### config.mk
export PLATFORM = sky130hd
export DESIGN_NAME = mem_bus_arbiter_flat
export DESIGN_NICKNAME = d
export VERILOG_FILES = /design/src/rtl/mem_bus_arbiter_pkg.sv /design/src/rtl/mem_bus_arbiter_if.sv /design/src/rtl/mem_bus_arbiter_rr_arb2.sv /design/src/rtl/mem_bus_arbiter.sv /design/src/flat_wrapper.sv
export SDC_FILE = /design/constraint.sdc
export NUM_CORES = 1
export LEC_CHECK = 0
export CAP_MARGIN = 20
export CORE_ASPECT_RATIO = 1.1
export CORE_MARGIN = 2
export CORE_UTILIZATION = 39
export CTS_CLUSTER_DIAMETER = 120
export DETAILED_ROUTE_END_ITERATION = 8
export GPL_TIMING_DRIVEN = 0
export PLACE_DENSITY_LB_ADDON = 0.08
export RECOVER_POWER = 50
export SETUP_SLACK_MARGIN = 0.4
export SLEW_MARGIN = 10
export SYNTH_ARGS = -nofsm -noshare
export SYNTH_HDL_FRONTEND = slang
export SYNTH_SLANG_ARGS = --single-unit
export TNS_END_PERCENT = 50
### constraint.sdc
create_clock -name clk -period 3.15 [get_ports clk]
set_input_delay 0.63 -clock clk [delete_from_list [all_inputs] [get_ports clk]]
set_output_delay 0.63 -clock clk [all_outputs]
set_load 0.005 [all_outputs]
### src/rtl/mem_bus_arbiter_pkg.sv
// Shared types and encodings for the memory bus arbiter slice.
// Imported by the interface, the round-robin picker and the arbiter top.
package mem_bus_pkg;

   typedef enum logic [1:0] {
      IDLE   = 2'd0,
      GRANT  = 2'd1,
      ACCESS = 2'd2,
      DONE   = 2'd3
   } state_e;

   localparam logic OWN_FETCH = 1'b0;
   localparam logic OWN_DATA  = 1'b1;

   localparam logic MEM_READ  = 1'b1;
   localparam logic MEM_WRITE = 1'b0;

   // Only the load/store unit can write; fetch is read-only.
   function automatic logic is_write(input logic owner, input logic we);
      return (owner == OWN_DATA) && we;
   endfunction

endpackage

### src/rtl/mem_bus_arbiter_if.sv
// Requester handshakes plus the memory port, bundled as one bus.
// master = the arbiter; slave = the requesters and memory around it.
interface mem_bus_arbiter_if
   import mem_bus_pkg::*;
#(
   parameter int ADDR_W = 8,
   parameter int DATA_W = 16
);

   logic              f_req;
   logic [ADDR_W-1:0] f_addr;
   logic              f_gnt;
   logic              f_done;

   logic              d_req;
   logic              d_we;
   logic [ADDR_W-1:0] d_addr;
   logic [DATA_W-1:0] d_wdata;
   logic              d_gnt;
   logic              d_done;

   logic [DATA_W-1:0] rdata;
   logic              err;

   logic              mem_en;
   logic              mem_rw;
   logic [ADDR_W-1:0] mem_addr;
   logic [DATA_W-1:0] mem_wdata;
   logic [DATA_W-1:0] mem_rdata;
   logic              mfc;

   logic              busy;

   modport master (
      input  f_req, f_addr,
      output f_gnt, f_done,
      input  d_req, d_we, d_addr, d_wdata,
      output d_gnt, d_done,
      output rdata, err,
      output mem_en, mem_rw, mem_addr, mem_wdata,
      input  mem_rdata, mfc,
      output busy
   );

   modport slave (
      output f_req, f_addr,
      input  f_gnt, f_done,
      output d_req, d_we, d_addr, d_wdata,
      input  d_gnt, d_done,
      input  rdata, err,
      input  mem_en, mem_rw, mem_addr, mem_wdata,
      output mem_rdata, mfc,
      input  busy
   );

endinterface

### src/rtl/mem_bus_arbiter_rr_arb2.sv
// Two-way round-robin picker: on a tie the requester not served last wins.
// Purely combinational; the caller owns the last-served register.
module rr_arb2
   import mem_bus_pkg::*;
(
   input  logic req0,
   input  logic req1,
   input  logic last,
   output logic valid,
   output logic winner
);

   always_comb begin
      valid = req0 | req1;
      if (req0 && req1) begin
         winner = (last == OWN_DATA) ? OWN_FETCH : OWN_DATA;
      end else if (req1) begin
         winner = OWN_DATA;
      end else begin
         winner = OWN_FETCH;
      end
   end

endmodule

### src/rtl/mem_bus_arbiter.sv
// Shares the MAR/MDR memory port between instruction fetch and load/store.
// Optional MEM_TIMEOUT_EN aborts an ACCESS after TIMEOUT cycles without mfc.
module mem_bus_arbiter
   import mem_bus_pkg::*;
#(
   parameter int ADDR_W  = 8,
   parameter int DATA_W  = 16,
   parameter int TIMEOUT = 15
) (
   input logic               clk,
   input logic               reset,
   mem_bus_arbiter_if.master bus
);

   localparam logic [1:0] ST_IDLE   = IDLE;
   localparam logic [1:0] ST_GRANT  = GRANT;
   localparam logic [1:0] ST_ACCESS = ACCESS;
   localparam logic [1:0] ST_DONE   = DONE;

   if (TIMEOUT < 1 || TIMEOUT > 255) begin : g_bad_timeout
      $error("mem_bus_arbiter: TIMEOUT must be in 1..255");
   end

   logic [1:0]        state_reg, state_next;
   logic              owner_reg, owner_next;
   logic              last_owner_reg, last_owner_next;
   logic              we_reg, we_next;
   logic [ADDR_W-1:0] mar_reg, mar_next;
   logic [DATA_W-1:0] mdr_reg, mdr_next;

   logic arb_valid;
   logic arb_winner;
   logic timeout_hit;
   logic wr_access;

   rr_arb2 u_rr_arb2 (
      .req0   (bus.f_req),
      .req1   (bus.d_req),
      .last   (last_owner_reg),
      .valid  (arb_valid),
      .winner (arb_winner)
   );

   assign wr_access = is_write(owner_reg, we_reg);

`ifdef MEM_TIMEOUT_EN
   logic [7:0] tmo_cnt_reg, tmo_cnt_next;
   logic       err_reg;

   // The compare looks one count ahead so ACCESS lasts exactly TIMEOUT cycles.
   assign timeout_hit = (state_reg == ST_ACCESS) && !bus.mfc &&
                        ((tmo_cnt_reg + 8'd1) == 8'(TIMEOUT));

   always_comb begin
      tmo_cnt_next = tmo_cnt_reg;
      if (state_reg == ST_GRANT) begin
         tmo_cnt_next = 8'd0;
      end else if (state_reg == ST_ACCESS && !bus.mfc) begin
         tmo_cnt_next = tmo_cnt_reg + 8'd1;
      end
   end

   always_ff @(posedge clk) begin
      if (reset) begin
         tmo_cnt_reg <= 8'd0;
         err_reg     <= 1'b0;
      end else begin
         tmo_cnt_reg <= tmo_cnt_next;
         if (state_reg == ST_ACCESS) begin
            err_reg <= timeout_hit;
         end
      end
   end

   assign bus.err = (state_reg == ST_DONE) && err_reg;
`else
   assign timeout_hit = 1'b0;
   assign bus.err     = 1'b0;
`endif

   always_comb begin
      state_next      = state_reg;
      owner_next      = owner_reg;
      last_owner_next = last_owner_reg;
      we_next         = we_reg;
      mar_next        = mar_reg;
      mdr_next        = mdr_reg;
      case (state_reg)
         ST_IDLE: begin
            if (arb_valid) begin
               owner_next = arb_winner;
               state_next = ST_GRANT;
            end
         end
         ST_GRANT: begin
            last_owner_next = owner_reg;
            if (owner_reg == OWN_DATA) begin
               mar_next = bus.d_addr;
               we_next  = bus.d_we;
               if (bus.d_we) begin
                  mdr_next = bus.d_wdata;
               end
            end else begin
               mar_next = bus.f_addr;
               we_next  = 1'b0;
            end
            state_next = ST_ACCESS;
         end
         ST_ACCESS: begin
            // mfc takes priority over a timeout landing in the same cycle.
            if (bus.mfc) begin
               if (!wr_access) begin
                  mdr_next = bus.mem_rdata;
               end
               state_next = ST_DONE;
            end else if (timeout_hit) begin
               state_next = ST_DONE;
            end
         end
         ST_DONE: begin
            state_next = ST_IDLE;
         end
         default: begin
            state_next = ST_IDLE;
         end
      endcase
   end

   always_ff @(posedge clk) begin
      if (reset) begin
         state_reg      <= ST_IDLE;
         owner_reg      <= OWN_FETCH;
         last_owner_reg <= OWN_DATA;
         we_reg         <= 1'b0;
         mar_reg        <= '0;
         mdr_reg        <= '0;
      end else begin
         state_reg      <= state_next;
         owner_reg      <= owner_next;
         last_owner_reg <= last_owner_next;
         we_reg         <= we_next;
         mar_reg        <= mar_next;
         mdr_reg        <= mdr_next;
      end
   end

   assign bus.f_gnt     = (state_reg == ST_GRANT) && (owner_reg == OWN_FETCH);
   assign bus.d_gnt     = (state_reg == ST_GRANT) && (owner_reg == OWN_DATA);
   assign bus.f_done    = (state_reg == ST_DONE) && (owner_reg == OWN_FETCH);
   assign bus.d_done    = (state_reg == ST_DONE) && (owner_reg == OWN_DATA);
   assign bus.busy      = (state_reg != ST_IDLE);

   assign bus.mem_en    = (state_reg == ST_ACCESS);
   assign bus.mem_rw    = (state_reg == ST_ACCESS && !wr_access) ? MEM_READ : MEM_WRITE;
   assign bus.mem_addr  = mar_reg;
   assign bus.mem_wdata = (state_reg == ST_ACCESS && wr_access) ? mdr_reg : '0;
   assign bus.rdata     = mdr_reg;

endmodule

### src/flat_wrapper.sv
// flat-port wrapper written by rule: the top's interface ports become plain ports
module mem_bus_arbiter_flat import mem_bus_pkg::*;
#(
   parameter int ADDR_W  = 8,
   parameter int DATA_W  = 16,
   parameter int TIMEOUT = 15
)
  (clk, reset, bus_f_req, bus_f_addr, bus_f_gnt, bus_f_done, bus_d_req, bus_d_we, bus_d_addr, bus_d_wdata, bus_d_gnt, bus_d_done, bus_rdata, bus_err, bus_mem_en, bus_mem_rw, bus_mem_addr, bus_mem_wdata, bus_mem_rdata, bus_mfc, bus_busy);
  mem_bus_arbiter_if #(.ADDR_W(ADDR_W), .DATA_W(DATA_W)) bus_i ();
  input logic clk;
  input logic reset;
  input wire logic [$bits(bus_i.f_req)-1:0] bus_f_req;
  input wire logic [$bits(bus_i.f_addr)-1:0] bus_f_addr;
  output wire logic [$bits(bus_i.f_gnt)-1:0] bus_f_gnt;
  output wire logic [$bits(bus_i.f_done)-1:0] bus_f_done;
  input wire logic [$bits(bus_i.d_req)-1:0] bus_d_req;
  input wire logic [$bits(bus_i.d_we)-1:0] bus_d_we;
  input wire logic [$bits(bus_i.d_addr)-1:0] bus_d_addr;
  input wire logic [$bits(bus_i.d_wdata)-1:0] bus_d_wdata;
  output wire logic [$bits(bus_i.d_gnt)-1:0] bus_d_gnt;
  output wire logic [$bits(bus_i.d_done)-1:0] bus_d_done;
  output wire logic [$bits(bus_i.rdata)-1:0] bus_rdata;
  output wire logic [$bits(bus_i.err)-1:0] bus_err;
  output wire logic [$bits(bus_i.mem_en)-1:0] bus_mem_en;
  output wire logic [$bits(bus_i.mem_rw)-1:0] bus_mem_rw;
  output wire logic [$bits(bus_i.mem_addr)-1:0] bus_mem_addr;
  output wire logic [$bits(bus_i.mem_wdata)-1:0] bus_mem_wdata;
  input wire logic [$bits(bus_i.mem_rdata)-1:0] bus_mem_rdata;
  input wire logic [$bits(bus_i.mfc)-1:0] bus_mfc;
  output wire logic [$bits(bus_i.busy)-1:0] bus_busy;
  assign bus_i.f_req = bus_f_req;
  assign bus_i.f_addr = bus_f_addr;
  assign bus_f_gnt = bus_i.f_gnt;
  assign bus_f_done = bus_i.f_done;
  assign bus_i.d_req = bus_d_req;
  assign bus_i.d_we = bus_d_we;
  assign bus_i.d_addr = bus_d_addr;
  assign bus_i.d_wdata = bus_d_wdata;
  assign bus_d_gnt = bus_i.d_gnt;
  assign bus_d_done = bus_i.d_done;
  assign bus_rdata = bus_i.rdata;
  assign bus_err = bus_i.err;
  assign bus_mem_en = bus_i.mem_en;
  assign bus_mem_rw = bus_i.mem_rw;
  assign bus_mem_addr = bus_i.mem_addr;
  assign bus_mem_wdata = bus_i.mem_wdata;
  assign bus_i.mem_rdata = bus_mem_rdata;
  assign bus_i.mfc = bus_mfc;
  assign bus_busy = bus_i.busy;
  mem_bus_arbiter #(.ADDR_W(ADDR_W), .DATA_W(DATA_W), .TIMEOUT(TIMEOUT)) u_core (.clk(clk), .reset(reset), .bus(bus_i));
endmodule
==> results of run 1 <==
cell families after synthesis:
kind of cell | after synthesis
AND/OR/NAND/NOR | 58
multiplexers | 25
flip-flops | 29
adder cells (fa/ha/maj) | 5
other | 1
AO/OA/AOI/OAI | 30
buffers and inverters | 21
stage by stage:
step,std cells,utilization,instance area (µm²)
after CTS,327,0.701,2780
after global placement,320,0.670,2660
after global routing,329,0.703,2790
after floorplan,169,-,1600
after detailed placement,320,0.670,2660
final,329,0.703,2790
per-layer routing:
metal / global-route usage / up-vias / wire length (µm)
li1: - / 815 / -
met1: 0.236 / 702 / 1790
met2: 0.345 / 65 / 2190
met3: 0.0668 / 4 / 362
met4: 0.0486 / 0 / 37
met5: 0 / - / 0
final cells by class:
cell class                      instances  area [µm²]
Multi-Input combinational cell        119         916
Clock buffer                            7        86.3
Sequential cell                        29         581
Tap cell                               52        65.1
Timing Repair Buffer                  101        1010
Inverter                                5        18.8
Fill cell                             329        1180
Buffer                                 16         113
cell usage after synthesis, drive strengths merged (2+ instances only):
| library cell | number | share of area |
|---|---|---|
| nand2 | 3 | 0.0070 |
| inv | 5 | 0.012 |
| ha | 5 | 0.039 |
| clkbuf | 6 | 0.014 |
| mux2i | 25 | 0.16 |
| buf | 10 | 0.048 |
| nor2 | 12 | 0.028 |
| and3 | 2 | 0.011 |
| dfxtp | 29 | 0.36 |
| a21oi | 3 | 0.012 |
| a211oi | 24 | 0.14 |
| and2 | 18 | 0.070 |
| nor3 | 18 | 0.056 |
worst max-delay path, delay by kind of cell (launching register included):
| family | cells | cell delay, ns |
|---|---|---|
| AND/OR/NAND/NOR | 2 | 0.33 |
| buffers and inverters | 4 | 0.89 |
| adder cells (fa/ha/maj) | 1 | 0.18 |
| flip-flops | 1 | 0.35 |
power by group:
group	internal (mW)	leakage, nW	switching, mW	total (mW)
registers	0.471	0.237	0.0650	0.536
clock network	0.173	0.0443	0.132	0.305
logic	0.441	0.818	0.352	0.792
total	1.08	1.10	0.548	1.63
worst paths after layout:
kind | end | cells after the start | slack (ns) | startpoint
worst max register to register | u_core.bus.rdata[10] | 9 | 0.83 | u_core.state_reg[1]
worst max-delay path | bus_mem_wdata[12] | 7 | 0.50 | u_core.state_reg[0]
worst min register to register | u_core.last_owner_reg | 1 | 0.47 | u_core.last_owner_reg
worst min-delay path | u_core.last_owner_reg | 1 | 0.47 | u_core.last_owner_reg
what timing repair did:
| action | in CTS | in global routing |
|---|---|---|
| pin swaps | 0 | 1 |
| setup endpoints to repair | 16 | 10 |
| setup buffers | 0 | 2 |
| resized for setup | 11 | 2 |
==> impl_metrics.tcl, run 1 <==
set metrics [dict create \
    synth_mux_area_frac 0.156 \
    fmax_mhz 377 \
    final_common_cell "clkdlybuf4s50_1" \
    hold_violations 0 \
    finalClockSkew_ns 0.00269 \
    fin_ws_ns 0.500 \
    clkSlewWorstSetupHoldPaths_ns 0.06 \
    ys_warn_count 0 \
    n_antenna_cell 0 \
    cp-end-kind "output port" \
    dr.pass1.iters 4 \
    finalSetupViolations 0 \
    ir_worst_vdd_mv 0.355 \
    crit_fanout 10 \
    max_stage_delay_ns 0.49 \
    cp.arrival_ns 2.02 \
    cts.sinks 29 \
    synth_fa_ha_area_frac 0.0391 \
    ys_ff_latch 29 \
    remaining_drc_errors 0 \
    synthArstFlopShare 0 \
    drtIter0Drc 29 \
    htreeDepth 2 \
    status "finished clean" \
    synth_top_family_by_area "simple AND/OR/NAND/NOR gates" \
    slew_headroom 0.547 \
    criticalPathCategory "flip-flop to output port" \
    place_hpwl_um 3370 \
    io_buffers 99 \
    core_area_mm2 0.00396 \
    clock_latency_ns 0.27 \
    cts_tree "done" \
    row_count 24 \
    syn_inst 169 \
    worstPathCellList "inv_2, ha_4, buf_12, and3_4, clkbuf_8, and2_1, clkdlybuf4s50_1" \
    synth-compound-area-share 0.174 \
    nNetsFinal 336 \
    ys.flop_type "dfxtp_1" \
    hp-class "flip-flop to flip-flop" \
    setup_tns_ns 0 \
    start_util 0.404 \
    grt_use_total 0.198 \
    maxCapViolations 0 \
    wl_um 4380 \
    grt_pass1_wl_um 7100 \
    routabilityCongestion 0.762 \
    tightest_slew_ns 0.680 \
    grt_antenna_before_repair 0 \
    fp.dieH_um 71.2 \
    power_density_mw_per_mm2 586 \
    drive_gt1_frac 0.119 \
    p_leak_nw 1.10 \
    pre_cts_slack_ns 0.179 \
    clockRootBuffer "clkbuf_8" \
    via_per_inst 4.82 \
    holdWs_ns 0.474 \
    power_mw 1.63 \
    ctsHoldBuffers 0 \
    synthSimpleGateAreaFrac 0.192 \
    cts_made_buffers 5 \
    avgSynthCellArea_um2 9.47 \
    grt_pass1_vias 1522 \
    fin_crit_sh 0.841 \
    postRouteAntennaNets 0 \
    critPathSlowestCell "clkdlybuf4s50_1" \
    netlist_area_mm2 0.00160 \
    syn-num-nets 228 \
    syn2layout_area_growth_pct 74.2 \
    wire_per_inst_um 13.3 \
    layout_common_cells "clkdlybuf4s50_1, dfxtp_1, mux2i_1" \
    synth-xor-area-share 0 \
    cts.path.max_buffers 2 \
    grt_max_degree 11 \
    rsz0062_at_grt "no" \
    start_kind "flip-flop" \
    pin_count 102 \
    synth_edf_count 0 \
    cp_data_required_time_ns 2.52 \
    overflow 0 \
    ys_types 27 \
    slew_viol_final 0 \
    finalCriticalPeriod_ns 2.65 \
    die_x_um 65.1 \
    largest_reg_flops 16 \
    die_area_mm2 0.00463 \
    seq_area_frac_synth 0.363 \
    vias 1586 \
]
Power figures use the tool's default switching activity.
==> inputs of run 2 (changes only) <==
--- a/config.mk
+++ b/config.mk
@@ -8,7 +8,7 @@
 export CAP_MARGIN = 20
 export CORE_ASPECT_RATIO = 1.1
 export CORE_MARGIN = 2
-export CORE_UTILIZATION = 39
+export CORE_UTILIZATION = 36
 export CTS_CLUSTER_DIAMETER = 120
 export DETAILED_ROUTE_END_ITERATION = 8
 export GPL_TIMING_DRIVEN = 0
==> constraint.sdc (replaced) <==
create_clock -name clk -period 2.7 [get_ports clk]
set_input_delay 0.54 -clock clk [delete_from_list [all_inputs] [get_ports clk]]
set_output_delay 0.54 -clock clk [all_outputs]
set_load 0.005 [all_outputs]
==> run 2 against run 1 <==
Effect of this change:
- sequential power rose by 16%
- critical path type unchanged
- largest cell class unchanged
- total power rose by 17%
- first-iteration DRC count rose by 66%
- highest routed layer unchanged
- critical endpoint is now bus_mem_wdata[7]
==> impl_metrics.tcl, run 2 (same netlist as run 1, synthesis figures left out) <==
set metrics [dict create \
    worstPathCellList "ha_4, buf_8, and3_4, buf_6, and2_1, clkdlybuf4s50_1" \
    cp-end-kind "output port" \
    tightest_slew_ns 0.807 \
    rsz0062_at_grt "yes" \
    grt_max_degree 11 \
    finalCriticalPeriod_ns 2.40 \
    n_antenna_cell 0 \
    syn2layout_area_growth_pct 76.3 \
    fmax_mhz 416 \
    crit_fanout 5 \
    start_util 0.373 \
    io_buffers 99 \
    maxCapViolations 0 \
    clock_latency_ns 0.28 \
    grt_antenna_before_repair 0 \
    crit_buf_inv 3 \
    hp-class "flip-flop to flip-flop" \
    fin_area_mm2 0.00282 \
    routabilityCongestion 0.739 \
    layout_common_cells "clkdlybuf4s50_1, dfxtp_1, mux2i_1" \
    grt_pass1_wl_um 7020 \
    critical-path-top-delay-family "buffers and inverters" \
    htreeDepth 2 \
    max_stage_delay_ns 0.49 \
    cp.arrival_ns 1.86 \
    power_density_mw_per_mm2 680 \
    final_cells 336 \
    die_x_um 67.6 \
    postRouteAntennaNets 0 \
    slew_viol_final 0 \
    criticalPathCategory "flip-flop to output port" \
    placed_area_mm2 0.00266 \
    cts.sinks 29 \
    core_area_mm2 0.00429 \
    status "finished clean" \
    final_util 0.658 \
    holdWs_ns 0.476 \
    drive_gt1_frac 0.131 \
    p_leak_nw 1.22 \
    fp.dieH_um 73.9 \
    clkSlewWorstSetupHoldPaths_ns 0.06 \
    grt_use_total 0.185 \
    overflow 0 \
    row_count 25 \
    die_area_mm2 0.00500 \
    ir_worst_vdd_mv 0.460 \
    cts.path.max_buffers 2 \
    power_mw 1.92 \
    slew_headroom 0.462 \
    cts_tree "done" \
    wl_um 4580 \
    wire_per_inst_um 13.6 \
    start_kind "flip-flop" \
    largest_reg_flops 16 \
    fin_crit_sh 0.891 \
    place_hpwl_um 3410 \
    hold_violations 0 \
    placed_cells 322 \
    critPathSlowestCell "clkdlybuf4s50_1" \
    cp_data_required_time_ns 2.16 \
    remaining_drc_errors 0 \
    finalClockSkew_ns 0.00333 \
    finalSetupViolations 0 \
    dr.pass1.iters 4 \
    vias 1597 \
    drtIter0Drc 48 \
    via_per_inst 4.75 \
    grt_pass1_vias 1478 \
    clockRootBuffer "clkbuf_8" \
    final_common_cell "clkdlybuf4s50_1" \
    nNetsFinal 340 \
    cts_made_buffers 5 \
    pin_count 102 \
]
==> run 2: final timing paths <==
check / depth (start not counted) / slack, ns / from / to
min reg2reg: 2 / 0.48 / u_core.bus.mem_addr[3] / u_core.bus.mem_addr[3]
max: 6 / 0.30 / u_core.state_reg[1] / bus_mem_wdata[7]
min: 2 / 0.48 / u_core.bus.mem_addr[3] / u_core.bus.mem_addr[3]
max reg2reg: 9 / 0.54 / u_core.state_reg[1] / u_core.bus.rdata[13]
==> run 2: power by group <==
group          total (mW)  switching [mW]  internal (mW)  leakage [nW]
Clock               0.337           0.155          0.183        0.0395
Sequential          0.620          0.0699          0.551         0.237
Combinational       0.960           0.422          0.538         0.948
==> run 2: timing repair <==
action,in CTS,in global routing
setup endpoints to repair,16,11
pin swaps,1,0
buffers inserted,5,0
gates resized for setup,20,6
cloned,1,0
hold buffers,0,0
==> run 2: layer usage <==
layer | GRT usage | vias to the layer above | routed length (µm)
met5 | 0 | - | 0
met4 | 0.0476 | 0 | 46
met3 | 0.0490 | 7 | 388
met2 | 0.316 | 64 | 2190
met1 | 0.229 | 708 | 1960
li1 | - | 818 | -
==> run 2: final cells by class <==
cell class / count / area (µm²)
sequential: 29 / 582
buffer: 16 / 110
clock buffer: 8 / 80.1
timing repair buffer: 105 / 1040
tap: 54 / 67.6
inverter: 5 / 18.8
multi-input combinational: 119 / 920
fill: 383 / 1460
==> run 2: metrics by stage <==
stage / setup WS [ns] / TNS [ns]
finish: 0.295 / 0
global route: 0.216 / 0
CTS: 0.299 / 0
detailed placement: -0.213 / -2.08
global placement: -0.198 / -1.94
floorplan: 0.679 / 0
==> run 2: tightest hold or removal path, delay by kind of cell (launching register included) <==
family	cells	cell delay [ns]
and+or+nand+nor	1	0.08
DFF	1	0.30
AOI/OAI and AO/OA	1	0.05
==> inputs of run 3 (changes only) <==
--- a/config.mk
+++ b/config.mk
@@ -15,8 +15,8 @@
 export PLACE_DENSITY_LB_ADDON = 0.08
 export RECOVER_POWER = 50
 export SETUP_SLACK_MARGIN = 0.4
-export SLEW_MARGIN = 10
+export SLEW_MARGIN = 20
 export SYNTH_ARGS = -nofsm -noshare
 export SYNTH_HDL_FRONTEND = slang
 export SYNTH_SLANG_ARGS = --single-unit
-export TNS_END_PERCENT = 50
+export TNS_END_PERCENT = 30
==> run 3 against run 2 <==
Effect of this change:
- worst hold slack stayed put
- count of clock-buffer cells in the layout stayed put
- via count stayed put
- sequential power hardly changed
- flip-flop and latch count stayed put
- register-to-register slack hardly changed
==> impl_metrics.tcl, run 3 (same netlist as run 1, synthesis figures left out) <==
set metrics [dict create \
    status "finished clean" \
    power_frac_comb 0.501 \
    drive_gt1_frac 0.131 \
    syn2layout_area_growth_pct 76.2 \
    place_hpwl_um 3410 \
    cp.arrival_ns 1.90 \
    tightest_slew_ns 0.808 \
    layout_common_cells "clkdlybuf4s50_1, dfxtp_1, mux2i_1" \
    cts.sinks 29 \
    start_util 0.373 \
    clockRootBuffer "clkbuf_8" \
    final_common_cell "clkdlybuf4s50_1" \
    finalClockSkew_ns 0.00334 \
    dr.pass1.iters 4 \
    start_kind "flip-flop" \
    holdWs_ns 0.476 \
    cp_data_required_time_ns 2.16 \
    cts_tree "done" \
    grt_pass1_wl_um 7030 \
    critical-path-top-delay-family "buffers and inverters" \
    grt_use_total 0.185 \
    nFillCells 389 \
    fmax_mhz 410 \
    row_count 25 \
    power_density_mw_per_mm2 680 \
    placed_cells 322 \
    multiInputGateArea_um2 920 \
    fp.dieH_um 73.9 \
    maxCapViolations 0 \
    htreeDepth 2 \
    hold_violations 0 \
    vias 1597 \
    die_area_mm2 0.00500 \
    p_leak_nw 1.19 \
    crit_buf_inv 3 \
    r2r_end "u_core.bus.rdata[13]" \
    postRouteAntennaNets 0 \
    drtIter0Drc 49 \
    worst-path-stages 6 \
    remaining_drc_errors 0 \
    r2r_slack_ns 0.54 \
    fin_crit_sh 0.903 \
    hp-class "flip-flop to flip-flop" \
    cts.path.max_buffers 2 \
    p_switching_mw 0.647 \
    regArea_um2 582 \
    clkSlewWorstSetupHoldPaths_ns 0.06 \
    overflow 0 \
    r2r_start "u_core.state_reg[1]" \
    crit_fanout 5 \
    r2r_cells 9 \
    worstPathCellList "ha_4, buf_8, and3_4, buf_4, and2_1, clkdlybuf4s50_1" \
    slew_viol_final 0 \
    finalSetupViolations 0 \
    io_buffers 99 \
    rsz0062_at_grt "yes" \
    wl_um 4580 \
    cp-end-kind "output port" \
    via_per_inst 4.75 \
    criticalPathCategory "flip-flop to output port" \
    routabilityCongestion 0.739 \
    clkPwrFrac 0.176 \
    core_area_mm2 0.00429 \
    power_frac_seq 0.324 \
    cp-startpoint "u_core.state_reg[1]" \
    internal_power_mw 1.27 \
    nNetsFinal 340 \
    final_cells 336 \
    grt_max_degree 11 \
    cts_made_buffers 5 \
    critPathCapture "bus_mem_wdata[15]" \
    grt_antenna_before_repair 0 \
    ctsHoldBuffers 0 \
    critPathSlowestCell "clkdlybuf4s50_1" \
    ir_worst_vdd_mv 0.459 \
    n_antenna_cell 0 \
    grt_pass1_vias 1481 \
    largest_reg_flops 16 \
    finalCriticalPeriod_ns 2.44 \
    max_stage_delay_ns 0.50 \
    slew_headroom 0.461 \
    clock_latency_ns 0.28 \
    switching_share 0.337 \
    wire_per_inst_um 13.6 \
    die_x_um 67.6 \
    pin_count 102 \
]
==> run 3: worst min-delay path by stage <==
stage | from | end | slack (ns) | cells after the start
after floorplan | u_core.last_owner_reg | u_core.last_owner_reg | 0.44 | 1
after global placement | u_core.last_owner_reg | u_core.last_owner_reg | 0.45 | 1
after detailed placement | u_core.last_owner_reg | u_core.last_owner_reg | 0.46 | 1
after CTS | u_core.last_owner_reg | u_core.last_owner_reg | 0.48 | 1
after global routing | u_core.last_owner_reg | u_core.last_owner_reg | 0.50 | 1
final | u_core.bus.mem_addr[3] | u_core.bus.mem_addr[3] | 0.48 | 2
==> run 3: layer usage <==
| metal | wire length, µm | vias to the layer above | global-route usage |
|---|---|---|---|
| li1 | - | 818 | - |
| met1 | 1970 | 708 | 0.229 |
| met2 | 2190 | 64 | 0.317 |
| met3 | 380 | 7 | 0.0490 |
| met4 | 46 | 0 | 0.0476 |
| met5 | 0 | - | 0 |
==> run 3: what timing repair did <==
item                                    CTS  global route
endpoints found under the setup margin   16            14
gates resized for setup                  17             4
cloned                                    1             0
setup buffers                             5             0
pin swaps                                 1             0
==> run 3: area by class of cell <==
class | instances | area share
buffer | 16 | 0.0391
sequential | 29 | 0.206
clock buffer | 8 | 0.0284
multi-input combinational | 119 | 0.326
timing repair buffer | 105 | 0.369
tap | 54 | 0.0240
inverter | 5 | 0.00666
==> run 3: power groups by stage <==
stage          Sequential (mW)  Combinational (mW)  Clock, mW
6_report                 0.621               0.960      0.337
5_1_grt                  0.638                1.05      0.366
4_1_cts                  0.628                1.01      0.342
3_5_place_dp             0.633               0.949          0
3_3_place_gp             0.632               0.937          0
2_1_floorplan            0.633               0.515          0
==> run 3: metrics by stage <==
step / TNS [ns] / worst slack [ns] / power (mW) / utilization / cell area, µm²
2_1_floorplan: 0 / 0.679 / 1.15 / - / 1600
3_3_place_gp: -1.94 / -0.198 / 1.57 / 0.620 / 2660
3_5_place_dp: -2.08 / -0.213 / 1.58 / 0.620 / 2660
4_1_cts: 0 / 0.299 / 1.98 / 0.658 / 2820
5_1_grt: 0 / 0.182 / 2.05 / 0.658 / 2820
6_report: 0 / 0.262 / 1.92 / 0.658 / 2820
==> run 3: worst min-delay path, stage by stage (launching register included) <==
cell and delay [ns]:
dfxtp_1 0.30, nor2_1 0.08, a211oi_1 0.05
